<file path="config.mk">
export PLATFORM = sky130hd
export DESIGN_NAME = uart_tx_cfg
export DESIGN_NICKNAME = d
export VERILOG_FILES = /design/src/rtl/uart_tx_cfg.sv
export SDC_FILE = /design/constraint.sdc
export NUM_CORES = 1
export LEC_CHECK = 0
export ABC_AREA = 1
export CORE_MARGIN = 8
export CORE_UTILIZATION = 51
export DETAILED_ROUTE_END_ITERATION = 16
export PLACE_DENSITY = 0.73
export SETUP_SLACK_MARGIN = 0.3
export SYNTH_ARGS = -nofsm -noshare
export SYNTH_HDL_FRONTEND = slang
export SYNTH_SLANG_ARGS = --single-unit
</file>
<file path="constraint.sdc">
create_clock -name sys_clk -period 1.3 [get_ports sys_clk]
set_input_delay 0.26 -clock sys_clk [delete_from_list [all_inputs] [get_ports sys_clk]]
set_output_delay 0.26 -clock sys_clk [all_outputs]
set_load 0.005 [all_outputs]
</file>
<file path="src/rtl/uart_tx_cfg.sv">
// Configurable UART transmitter: DATA_BITS payload, optional even/odd parity,
// one or two stop bits, valid/ready word handshake with a registered serial line.
module uart_tx_cfg #(
    parameter int CLKS_PER_BIT = 234,
    parameter int DATA_BITS    = 8,
    parameter int PARITY       = 0,
    parameter int STOP_BITS    = 1
) (
    input  logic                 sys_clk,
    input  logic                 rst,
    input  logic                 tx_valid,
    input  logic [DATA_BITS-1:0] tx_data,
    output logic                 tx_ready,
    output logic                 tx_done,
    output logic                 uart_tx
);

    localparam int CNT_W = $clog2(CLKS_PER_BIT);
    localparam logic [CNT_W-1:0] CNT_LAST  = CNT_W'(CLKS_PER_BIT - 1);
    localparam logic [3:0]       DATA_LAST = 4'(DATA_BITS - 1);
    localparam logic [3:0]       STOP_LAST = 4'(STOP_BITS - 1);

    if ((DATA_BITS < 5) || (DATA_BITS > 9) || (PARITY < 0) || (PARITY > 2) ||
        ((STOP_BITS != 1) && (STOP_BITS != 2)) || (CLKS_PER_BIT < 2)) begin : g_param_check
        $error("uart_tx_cfg: illegal parameter value");
    end

    typedef enum logic [2:0] {
        ST_IDLE,
        ST_START,
        ST_DATA,
        ST_PARITY,
        ST_STOP
    } state_t;

    state_t                 state, state_next;
    logic [CNT_W-1:0]       baud_cnt, baud_next;
    logic [3:0]             bit_cnt, bit_next;
    logic [DATA_BITS-1:0]   shift_reg, shift_next;
    logic                   parity_bit, parity_next;
    logic                   tx_reg, tx_next;
    logic                   ready_reg, ready_next;
    logic                   done_reg, done_next;
    logic                   bit_end;

    assign bit_end  = (baud_cnt == CNT_LAST);
    assign uart_tx  = tx_reg;
    assign tx_ready = ready_reg;
    assign tx_done  = done_reg;

    always_ff @(posedge sys_clk or posedge rst) begin
        if (rst) begin
            state      <= ST_IDLE;
            baud_cnt   <= '0;
            bit_cnt    <= '0;
            shift_reg  <= '0;
            parity_bit <= 1'b0;
            tx_reg     <= 1'b1;
            ready_reg  <= 1'b1;
            done_reg   <= 1'b0;
        end else begin
            state      <= state_next;
            baud_cnt   <= baud_next;
            bit_cnt    <= bit_next;
            shift_reg  <= shift_next;
            parity_bit <= parity_next;
            tx_reg     <= tx_next;
            ready_reg  <= ready_next;
            done_reg   <= done_next;
        end
    end

    // Every output is computed here one cycle ahead, so all ports come straight from flops.
    always_comb begin
        state_next  = state;
        baud_next   = bit_end ? '0 : baud_cnt + 1'b1;
        bit_next    = bit_cnt;
        shift_next  = shift_reg;
        parity_next = parity_bit;
        tx_next     = tx_reg;
        ready_next  = ready_reg;
        done_next   = 1'b0;

        case (state)
            ST_IDLE: begin
                baud_next  = '0;
                tx_next    = 1'b1;
                ready_next = 1'b1;
                if (tx_valid && ready_reg) begin
                    shift_next  = tx_data;
                    parity_next = (PARITY == 2) ? ~^tx_data : ^tx_data;
                    state_next  = ST_START;
                    ready_next  = 1'b0;
                    tx_next     = 1'b0;
                    bit_next    = '0;
                end
            end
            ST_START: begin
                if (bit_end) begin
                    state_next = ST_DATA;
                    tx_next    = shift_reg[0];
                    shift_next = shift_reg >> 1;
                    bit_next   = '0;
                end
            end
            ST_DATA: begin
                if (bit_end) begin
                    if (bit_cnt == DATA_LAST) begin
                        bit_next = '0;
                        if (PARITY != 0) begin
                            state_next = ST_PARITY;
                            tx_next    = parity_bit;
                        end else begin
                            state_next = ST_STOP;
                            tx_next    = 1'b1;
                        end
                    end else begin
                        bit_next   = bit_cnt + 1'b1;
                        tx_next    = shift_reg[0];
                        shift_next = shift_reg >> 1;
                    end
                end
            end
            ST_PARITY: begin
                if (bit_end) begin
                    state_next = ST_STOP;
                    tx_next    = 1'b1;
                    bit_next   = '0;
                end
            end
            ST_STOP: begin
                tx_next = 1'b1;
                if (bit_end) begin
                    if (bit_cnt == STOP_LAST) begin
                        state_next = ST_IDLE;
                        ready_next = 1'b1;
                        done_next  = 1'b1;
                        bit_next   = '0;
                    end else begin
                        bit_next = bit_cnt + 1'b1;
                    end
                end
            end
            default: begin
                state_next = ST_IDLE;
                tx_next    = 1'b1;
                ready_next = 1'b1;
            end
        endcase
    end

endmodule

</file>
### Word level (Yosys, flattened, before mapping)

Cells that the tools add are included.

| word-level totals | value |
|---|---|
| bits in registers | 26 |
| latch bits | 0 |
| bits in writable memories | 0 |
| ROM bits | 0 |
| input bits | 11 |
| output and inout port bits | 3 |
| word-level logic and storage cells | 71 |
| memories kept | 0 |

| cells by class | value |
|---|---|
| add/sub/neg operators | 2 |
| multipliers | 0 |
| divide/modulo/power cells | 0 |
| order comparisons | 0 |
| equality and inequality tests | 15 |
| shifts and indexed selects | 0 |
| muxes and demuxes | 34 |
| bitwise logic cells | 1 |
| reductions and logical operators | 12 |

Operators with widths:

| kind | count |
|---|---|
| two-way mux 8 bit | 6 |
| two-way mux 4 bit | 6 |
| case mux 8 bit (3 select lines) | 1 |
| two-way mux 3 bit | 7 |
| != test 2 bit, second input constant | 8 |
| case mux 4 bit (4 select lines) | 1 |
| case mux 3 bit (5 select lines) | 1 |
| two-way mux 1 bit | 10 |
| AND reduction 5 bit | 2 |
| adder 8 x 1 -> 8 bit, second input constant | 1 |
| equality test 8 bit, second input constant | 1 |
| AND reduction 7 bit | 1 |
| equality test 3 x 2 -> 1 bit, second input constant | 2 |
| AND reduction 3 bit | 2 |
| adder 4 x 1 -> 4 bit, second input constant | 1 |
| equality test 4 x 3 -> 1 bit, second input constant | 1 |
| zero test 4 bit | 1 |
| case mux 1 bit (4 select lines) | 1 |
| nonzero test 4 bit | 1 |
| equality test 3 x 1 -> 1 bit, second input constant | 1 |
| equality test 3 bit, second input constant | 1 |
| zero test 3 bit | 1 |
| case mux 1 bit (3 select lines) | 1 |
| nonzero test 3 bit | 1 |
| 5 further kinds | 5 |

### Longest topological paths before layout

Gate-level depths: netlist (run 1).

| depth | value |
|---|---|
| depth in word-level cells | 4 |
| depth in mapped cells | 11 |
| depth with buffers taken out | 11 |

### Worst setup path after synthesis (run 1)

OpenSTA, ideal clock, no wires.

| timing path | value |
|---|---|
| path type | reg-to-reg |
| from | reg bit_cnt[0] |
| to | reg shift_reg[0] |
| library setup time | 117 ps |
| arrival time | 1,324 ps |
| data required time | 1,183 ps |
| path slack | -141 ps |
| cell stages (with the launch flop) | 10 |
| buffers on the path | 0 |
| clock period less this slack | 1,441 ps |
| path through | dfrtp_1 > ha_1 > nand2_1 > inv_1 > nand2_1 > nor2_1 > nor2_4 > nand4_4 > nand2_1 > nand2_1 |

| on the way | value |
|---|---|
| longest elaborated chain between the ends | 3 |

Ends and longest elaborated chain:

| what | line | RTL |
|---|---|---|
| start: declaration | 38 | `logic [3:0] bit_cnt, bit_next;` |
| start signal: assignment | 64 | `bit_cnt <= bit_next;` |
| equality test 4 x 3 -> 1 bit | 108 | `if (bit_cnt == DATA_LAST) begin` |
| != test 2 bit (no source line) | - |  |
| AND reduction 5 bit (no source line) | - |  |
| end signal: assignment | 65 | `shift_reg <= shift_next;` |
| end: declaration | 39 | `logic [DATA_BITS-1:0] shift_reg, shift_next;` |

No other way between the ends.
A chain may end at the register's enable or synchronous reset.

### Final worst setup path (run 1)

| timing path | value |
|---|---|
| from | reg baud_cnt[1] |
| to | reg shift_reg[5] |

| on the way | value |
|---|---|
| longest elaborated chain between the ends | 3 |

Ends and longest elaborated chain:

| what | line | RTL |
|---|---|---|
| start: declaration | 37 | `logic [CNT_W-1:0] baud_cnt, baud_next;` |
| start signal: assignment | 63 | `baud_cnt <= baud_next;` |
| equality test 8 bit * | 46 | `assign bit_end = (baud_cnt == CNT_LAST);` |
| != test 2 bit (no source line) | - |  |
| AND reduction 5 bit (no source line) * | - |  |

Every way passes the cells marked *; elsewhere a longest branch is shown, timed or not.

==> flow_metrics.py, run 1 <==
metrics = {
    "run_status": {
        "status": "finished, violations left",
        "violations": "negative setup slack",
    },
    "cells_and_area": {
        "mostFrequentLayoutCells": "nand2_1, buf_4, dfrtp_1",
        "area_delta_synth_final_pct": 35.3,
        "final_common_cell": "nand2_1",
        "final_cell_area_um2": 2100,
        "insertedDiodeCount": 0,
        "nets": 257,
        "fin_util_pct": 70.6,
        "drive_gt1_share_pct": 36.5,
    },
    "clock_tree": {
        "htreeDepth": 1,
        "insertion_delay_ps": 320,
        "root_buffer": "clkbuf_4",
        "postCtsHoldBufs": 0,
        "cts_tree": "done",
        "clkSinkCount": 26,
        "cts_buffer_depth": 2,
        "clk_pin_slew_ps": 140,
        "numCtsBuffers": 3,
    },
    "critical_path": {
        "critPathRequiredTime_ps": 1560,
        "path_cells": "inv_1 -> ha_2 -> nand2_2 -> nor2_4 -> nand2_4 -> a21oi_4 -> nand4_1 -> nand2_1",
        "critPathCaptureType": "register",
        "path_buf_inv": 1,
        "reg2reg_to": "shift_reg[5]$_DFFE_PP0P_",
        "path_class": "register to register",
        "max_stage_delay_ps": 400,
        "cp_slowest_cell": "dfrtp_1",
        "crit_arrival_ps": 1710,
        "critical_path_peak_fanout": 8,
        "crit_start": "baud_cnt[1]$_DFF_PP0_",
        "r2r_start": "baud_cnt[1]$_DFF_PP0_",
        "start_kind": "register",
        "ff2ff_path_depth": 8,
        "path_delay_family": "simple AND/OR/NAND/NOR gates",
        "reg2reg_setup_slack_ps": -140,
    },
    "floorplanning": {
        "pin_count": 14,
        "start_util_pct": 52.2,
        "fp.dieH_um": 71.2,
        "die_w_um": 71.2,
        "core_um2": 2980,
        "num_rows": 20,
        "die_area_um2": 5070,
    },
    "grt": {
        "grt_pass1_wl_um": 6350,
        "use_met3_pct": 2.97,
        "grt_pass1_vias": 1441,
        "antenna_found_initial": 0,
        "grt_max_degree": 27,
        "grt_util_all_layers_pct": 15.2,
        "overflow": 0,
        "grt_busiest_layer": "met2",
        "met2_usage_pct": 25.8,
        "grt_use_met1_pct": 18.4,
    },
    "detailed_routing": {
        "drc": 0,
        "drt_pass1_iterations": 4,
        "via_per_inst": 5.13,
        "antenna_left": 0,
        "wl_um": 3470,
        "wl_per_cell_um": 12.6,
        "drt-initial-drc-count": 99,
        "vias": 1406,
    },
    "hold_path": {
        "hp-class": "input port to async pin",
    },
    "logic_synthesis": {
        "synth_cell_types": 31,
        "synthAdderAreaFrac_pct": 3.22,
        "yosys.area_share.simple_pct": 41.9,
        "async_reset_ff_share_pct": 100,
        "ys_ff_latch": 26,
        "synth.avg_cell_area_um2": 8.09,
        "synth_top_family_by_area": "simple AND/OR/NAND/NOR gates",
        "muxShareOfSynthArea_pct": 0,
        "syn_nets": 207,
        "ys_seq_area_share_pct": 42.0,
        "synth-edff-count": 0,
        "synth_area_um2": 1550,
        "synth_xor_area_share_pct": 1.13,
        "syn-instance-count": 192,
        "synth_ff_type": "dfrtp_1",
        "synth_compound_area_share_pct": 6.04,
        "yosysWarnings": 0,
    },
    "run": {
        "maxCapViolCount": 0,
    },
    "power": {
        "p_per_area_nw_per_um2": 2120,
        "ir_drop_mv": 1.29,
        "p_leak_nw": 1.04,
    },
    "sta": {
        "tightestPinTransition_ps": 280,
        "whs_ps": 243,
        "setup_viol": 24,
        "skew_ps": 7.02,
        "final.setup.worst_slack_ps": -145,
        "hold_viol_final": 0,
        "min_period_ps": 1440,
        "slew_violations": 0,
        "grt_setup_unrepaired": "true",
        "slew-limit-headroom_pct": 81.3,
        "timing.fmax_mhz": 692,
        "finalCritPeriodShare_pct": 111,
    },
    "place": {
        "dpl-instance-area_um2": 2020,
        "routabilityCongestion": 0.860,
        "io_buffers": 13,
        "dpl.hpwl_um": 2800,
    },
}
-- synth_stat cells, types with 3 or more instances --
| cell | instances | area, um^2 |
|---|---|---|
| nand2_1 | 65 | 244 |
| dfrtp_1 | 24 | 601 |
| nor2_1 | 18 | 67.6 |
| inv_1 | 13 | 48.8 |
| nand3_1 | 11 | 55.1 |
| nand4_1 | 10 | 62.6 |
| inv_2 | 5 | 18.8 |
| nor2_4 | 5 | 56.3 |
| ha_1 | 4 | 50.1 |
| nand2_2 | 4 | 25.0 |
| nand2_4 | 4 | 45.0 |
| nor3_1 | 3 | 15.0 |
| o21ai_1 | 3 | 15.0 |
-- final cells by class --
cell class	count	area, um^2
well taps	33	41.3
flip-flops and latches	26	654
fillers	222	876
inverters	19	76.3
clock inverters	1	30.0
clock buffers	3	22.5
repair buffers	46	392
multi-input cells	146	886
-- worst max path at each step --
stage                                to  slack, ps  cells after the start
3_3_place_gp     bit_cnt[0]$_DFFE_PP0P_       -150                      8
4_1_cts          bit_cnt[1]$_DFFE_PP0P_       -170                      9
6_report       shift_reg[5]$_DFFE_PP0P_       -140                      8
5_1_grt        shift_reg[5]$_DFFE_PP0P_       -270                      8
3_5_place_dp     bit_cnt[1]$_DFFE_PP0P_       -200                      8
2_1_floorplan  shift_reg[0]$_DFFE_PP0P_       -120                      9
-- cell families (layout without fill, tap and decap cells) --
kind of cell             count (synthesis)  in the layout
adder cells (fa/ha/maj)                  4              4
flip-flops                              26             26
buffers and inverters                   20             69
AND/OR/NAND/NOR                        128            128
AO/OA/AOI/OAI                           12             12
XOR/XNOR                                 2              2
-- worst register-to-register path: cells and delay by family, from the launching register on --
kind / cells / cell delay [ps]
and+or+nand+nor: 5 / 490
DFF: 1 / 400
AOI/OAI and AO/OA: 1 / 270
adders and majority gates: 1 / 170
buffers and inverters: 1 / 60
-- report_power, final --
| group | internal [mW] | switching, mW | total, mW |
|---|---|---|---|
| combinational | 1.18 | 1.46 | 2.64 |
| sequential | 1.09 | 0.182 | 1.27 |
| clock | 0.312 | 0.238 | 0.550 |
| total | 2.58 | 1.88 | 4.46 |
-- timing repair --
| action | CTS | global route |
|---|---|---|
| pin swaps | 13 | 6 |
| endpoints found under the setup margin | 29 | 29 |
| buffers inserted | 2 | 0 |
| resized for setup | 14 | 5 |
-- layer usage --
layer	vias to the layer above	wire [um]	share of wire (%)
met3	6	80	2.3
li1	719	-	-
met2	14	1750	51
met1	667	1590	46
met4	0	42	1.2
met5	-	0	0
-- through the flow --
stage / power (mW) / TNS (ps) / std cells / setup slack (ps)
finish: 4.46 / -2100 / 274 / -145
global route: 4.84 / -4630 / 274 / -270
CTS: 4.43 / -2420 / 274 / -166
detailed placement: 3.83 / -2860 / 268 / -203
global placement: 3.72 / -2040 / 268 / -153
floorplan: 2.89 / -1500 / 192 / -116
Note: power is estimated with default switching activity, not from simulation.
==> inputs of run 2 (changes only) <==
- CORE_UTILIZATION: 51 -> 56
- DONT_BUFFER_PORTS: not set -> 1
- PLACE_DENSITY: 0.73 -> 0.72
==> flow_metrics.py, run 2 (synthesis results as in run 1) <==
metrics = {
    "run_status": {
        "status": "finished, violations left",
        "violations": "negative setup slack",
    },
    "clock_tree": {
        "cts_buffer_depth": 2,
        "insertion_delay_ps": 330,
        "clkSinkCount": 26,
        "htreeDepth": 1,
        "numCtsBuffers": 3,
        "root_buffer": "clkbuf_4",
        "clk_pin_slew_ps": 150,
        "cts_tree": "done",
    },
    "detailed_routing": {
        "drt-initial-drc-count": 79,
        "antenna_left": 0,
        "vias": 1396,
        "drt_pass1_iterations": 4,
        "drc": 0,
        "wl_per_cell_um": 13.2,
        "wl_um": 3460,
        "via_per_inst": 5.33,
    },
    "sta": {
        "skew_ps": 2.27,
        "finalCritPeriodShare_pct": 112,
        "final.setup.worst_slack_ps": -153,
        "tightestPinTransition_ps": 334,
        "setup_viol": 21,
        "slew_violations": 0,
        "slew-limit-headroom_pct": 77.8,
        "hold_viol_final": 0,
        "timing.fmax_mhz": 688,
        "min_period_ps": 1450,
        "fin_tns_setup_ps": -2000,
        "grt_setup_unrepaired": "true",
    },
    "critical_path": {
        "path_class": "register to register",
        "critical_path_peak_fanout": 8,
        "start_kind": "register",
        "critPathRequiredTime_ps": 1530,
        "critPathCaptureType": "register",
        "crit_arrival_ps": 1690,
    },
    "grt": {
        "grt_pass1_vias": 1328,
        "grt_use_met1_pct": 20.1,
        "overflow": 0,
        "grt_busiest_layer": "met2",
        "grt_pass1_wl_um": 5770,
        "grt_util_all_layers_pct": 15.6,
        "grt_max_degree": 27,
        "antenna_found_initial": 0,
        "met2_usage_pct": 24.9,
        "use_met3_pct": 3.07,
    },
    "cells_and_area": {
        "nets": 247,
        "mostFrequentLayoutCells": "nand2_1, buf_4, dfrtp_1",
        "insertedDiodeCount": 0,
        "area_delta_synth_final_pct": 30.2,
        "drive_gt1_share_pct": 40.7,
        "seq_area_um2": 654,
        "filler_cell_count": 199,
        "multi_input_area_um2": 930,
        "final_common_cell": "nand2_1",
        "final_cell_area_um2": 2020,
    },
    "run": {
        "maxCapViolCount": 0,
    },
    "place": {
        "dpl.hpwl_um": 2530,
        "dpl-instance-area_um2": 1860,
        "io_buffers": 0,
        "routabilityCongestion": 0.871,
    },
    "power": {
        "p_leak_nw": 0.987,
        "p_per_area_nw_per_um2": 2170,
        "ir_drop_mv": 1.38,
    },
    "floorplanning": {
        "die_w_um": 68.7,
        "core_um2": 2690,
        "num_rows": 19,
        "die_area_um2": 4720,
        "pin_count": 14,
        "start_util_pct": 57.8,
        "fp.dieH_um": 68.7,
    },
    "hold_path": {
        "hp-class": "input port to register",
    },
}
[run 2: timing repair]
item,4_1_cts,5_1_grt
setup buffers,3,2
endpoints found under the setup margin,29,29
hold buffers,1,0
endpoints found under the hold margin,24,0
pin swaps,13,6
resized for setup,7,13
[run 2: routing by layer]
layer  part of all wire [%]  wire length [um]  up-vias
met2                     49              1680       27
met4                    1.8                63        0
met1                     46              1590      661
li1                       -                 -      698
met5                      0                 0        -
met3                    3.7               129       10
[run 2: worst paths after layout]
kind | startpoint | end | slack, ps | depth (start not counted)
worst min-delay path | tx_data[7] | shift_reg[7]$_DFFE_PP0P_ | 150 | 4
worst max-delay path | baud_cnt[1]$_DFF_PP0_ | bit_cnt[3]$_DFFE_PP0P_ | -150 | 9
worst min register to register | shift_reg[1]$_DFFE_PP0P_ | shift_reg[1]$_DFFE_PP0P_ | 490 | 2
min in group asynchronous | rst | shift_reg[1]$_DFFE_PP0P_ | 410 | 3
max in group asynchronous | rst | tx_ready$_DFFE_PP1P_ | 590 | 3
worst max register to register | baud_cnt[1]$_DFF_PP0_ | bit_cnt[3]$_DFFE_PP0P_ | -150 | 9
[run 2: per-stage QoR]
stage	hold WS (ps)	cells	util (%)	setup slack, ps	power, mW
after floorplan	298	192	-	-116	2.89
after global placement	223	252	69.4	-126	3.59
after global routing	155	262	75.3	-280	4.74
final	146	262	75.3	-153	4.39
after detailed placement	235	252	69.4	-176	3.67
after CTS	139	260	73.0	-147	4.26
[run 2: area by class of cell]
cell class                      instances  share of cell area (%)
Tap cell                               31                    1.92
Inverter                               19                    3.77
Multi-Input combinational cell        146                    45.9
Timing Repair Buffer                   36                    14.2
Sequential cell                        26                    32.3
Clock buffer                            4                    1.79
[run 2: critical path, stage by stage (launching register included)]
cell	delay (ps)
dfrtp_1	410
inv_1	60
ha_2	160
nand2_2	60
nor2_4	90
nand2_4	120
a21oi_4	220
nand2_4	100
nand2_1	70
o21ai_1	60
[run 2: power breakdown]
group,total [mW],switching (mW),internal [mW]
clock network,0.428,0.256,0.171
logic,2.69,1.53,1.16
registers,1.27,0.183,1.09
==> inputs of run 3 (changes only) <==
- CORE_UTILIZATION: 56 -> 55
- PLACE_DENSITY: 0.72 -> 0.71
==> flow_metrics.py, run 3 (synthesis results as in run 1) <==
metrics = {
    "power": {
        "ir_drop_mv": 1.45,
        "p_leak_nw": 1.01,
        "p_per_area_nw_per_um2": 2180,
    },
    "run_status": {
        "violations": "negative setup slack",
        "status": "finished, violations left",
    },
    "grt": {
        "grt_pass1_vias": 1411,
        "grt_use_met1_pct": 16.9,
        "grt_util_all_layers_pct": 14.4,
        "grt_busiest_layer": "met2",
        "use_met3_pct": 3.00,
        "antenna_found_initial": 0,
        "grt_max_degree": 27,
        "grt_pass1_wl_um": 5980,
        "overflow": 0,
        "met2_usage_pct": 25.1,
    },
    "detailed_routing": {
        "wl_per_cell_um": 13.4,
        "drc": 0,
        "vias": 1396,
        "drt_pass1_iterations": 4,
        "antenna_left": 0,
        "drt-initial-drc-count": 49,
        "via_per_inst": 5.35,
        "wl_um": 3490,
    },
    "critical_path": {
        "r2r_start": "baud_cnt[1]$_DFF_PP0_",
        "crit_start": "baud_cnt[1]$_DFF_PP0_",
        "start_kind": "register",
        "crit_arrival_ps": 1780,
        "path_class": "register to register",
        "cp_slowest_cell": "dfrtp_1",
        "path_cells": "inv_2 -> ha_4 -> nand2_4 -> nor2_4 -> nand2_4 -> a21oi_4 -> nand2_4 -> nand2_2 -> o21ai_2",
        "critPathCaptureType": "register",
        "path_buf_inv": 1,
        "max_stage_delay_ps": 430,
        "critPathRequiredTime_ps": 1540,
        "critical_path_peak_fanout": 8,
        "path_delay_family": "simple AND/OR/NAND/NOR gates",
        "critPathMostFrequentCell": "nand2_4",
    },
    "run": {
        "maxCapViolCount": 0,
    },
    "sta": {
        "slew-limit-headroom_pct": 77.7,
        "skew_ps": 8.28,
        "hold_viol_final": 0,
        "timing.fmax_mhz": 651,
        "min_period_ps": 1540,
        "grt_setup_unrepaired": "true",
        "tightestPinTransition_ps": 334,
        "slew_violations": 0,
        "setup_viol": 25,
        "fin_tns_setup_ps": -3130,
        "finalCritPeriodShare_pct": 118,
        "final.setup.worst_slack_ps": -237,
    },
    "clock_tree": {
        "cts_tree": "done",
        "insertion_delay_ps": 340,
        "numCtsBuffers": 3,
        "htreeDepth": 1,
        "root_buffer": "clkbuf_4",
        "clkSinkCount": 26,
        "cts_buffer_depth": 2,
        "clk_pin_slew_ps": 150,
    },
    "cells_and_area": {
        "mostFrequentLayoutCells": "nand2_1, buf_4, dfrtp_1",
        "final_common_cell": "nand2_1",
        "fin_util_pct": 75.1,
        "nets": 246,
        "fin_cells": 261,
        "insertedDiodeCount": 0,
        "area_delta_synth_final_pct": 30.9,
        "final_cell_area_um2": 2030,
        "drive_gt1_share_pct": 40.0,
    },
    "floorplanning": {
        "pin_count": 14,
        "num_rows": 19,
        "fp.dieH_um": 69.2,
        "start_util_pct": 57.3,
        "die_w_um": 69.2,
        "core_um2": 2710,
        "die_area_um2": 4780,
    },
    "hold_path": {
        "hp-class": "input port to register",
        "hold_path.startpoint": "tx_data[7]",
    },
    "place": {
        "dp_cells": 254,
        "io_buffers": 0,
        "dpl-instance-area_um2": 1880,
        "routabilityCongestion": 0.927,
        "dpl.hpwl_um": 2460,
    },
}
[run 3: path summary, 6_finish.rpt]
path	end	slack [ps]	depth (start not counted)
worst max-delay path	bit_cnt[2]$_DFFE_PP0P_	-240	9
worst min-delay path	shift_reg[7]$_DFFE_PP0P_	130	4
worst max register to register	bit_cnt[2]$_DFFE_PP0P_	-240	9
worst min register to register	shift_reg[2]$_DFFE_PP0P_	490	2
max in group asynchronous	tx_ready$_DFFE_PP1P_	600	3
min in group asynchronous	shift_reg[2]$_DFFE_PP0P_	400	3
[run 3: metrics by stage]
stage	worst slack [ps]	total power [mW]	hold slack, ps
CTS	-175	4.30	129
global placement	-98.9	3.60	224
global route	-343	4.82	154
finish	-237	4.44	127
floorplan	-116	2.89	298
detailed placement	-143	3.68	228
[run 3: where the power goes]
part	switching, mW	internal [mW]	total, mW
clock	0.264	0.312	0.576
combinational	1.49	1.10	2.58
sequential	0.193	1.09	1.28
[run 3: what timing repair did]
action | in CTS | in global routing
resized for setup | 2 | 16
pin swaps | 2 | 13
setup endpoints to repair | 29 | 29
setup buffers | 0 | 2
hold buffers | 1 | 0
endpoints found under the hold margin | 24 | 0
[run 3: final cells by class]
| class | count | area, um^2 |
|---|---|---|
| Clock inverter | 1 | 30.0 |
| Fill cell | 210 | 676 |
| Clock buffer | 3 | 22.5 |
| Timing Repair Buffer | 35 | 273 |
| Multi-Input combinational cell | 146 | 940 |
| Inverter | 19 | 76.3 |
| Sequential cell | 26 | 654 |
| Tap cell | 31 | 38.8 |
[run 3: routing by layer]
layer | routed length (um) | vias to the layer above | share of wire, %
met5 | 0 | - | 0
met4 | 49 | 0 | 1.4
met3 | 112 | 5 | 3.2
met2 | 1780 | 18 | 51
met1 | 1550 | 672 | 44
li1 | - | 701 | -
[run 3: tightest hold or removal path: cells and delay by family]
kind,cells,cell delay (ps)
buf+inv,1,30
simple gates,3,160
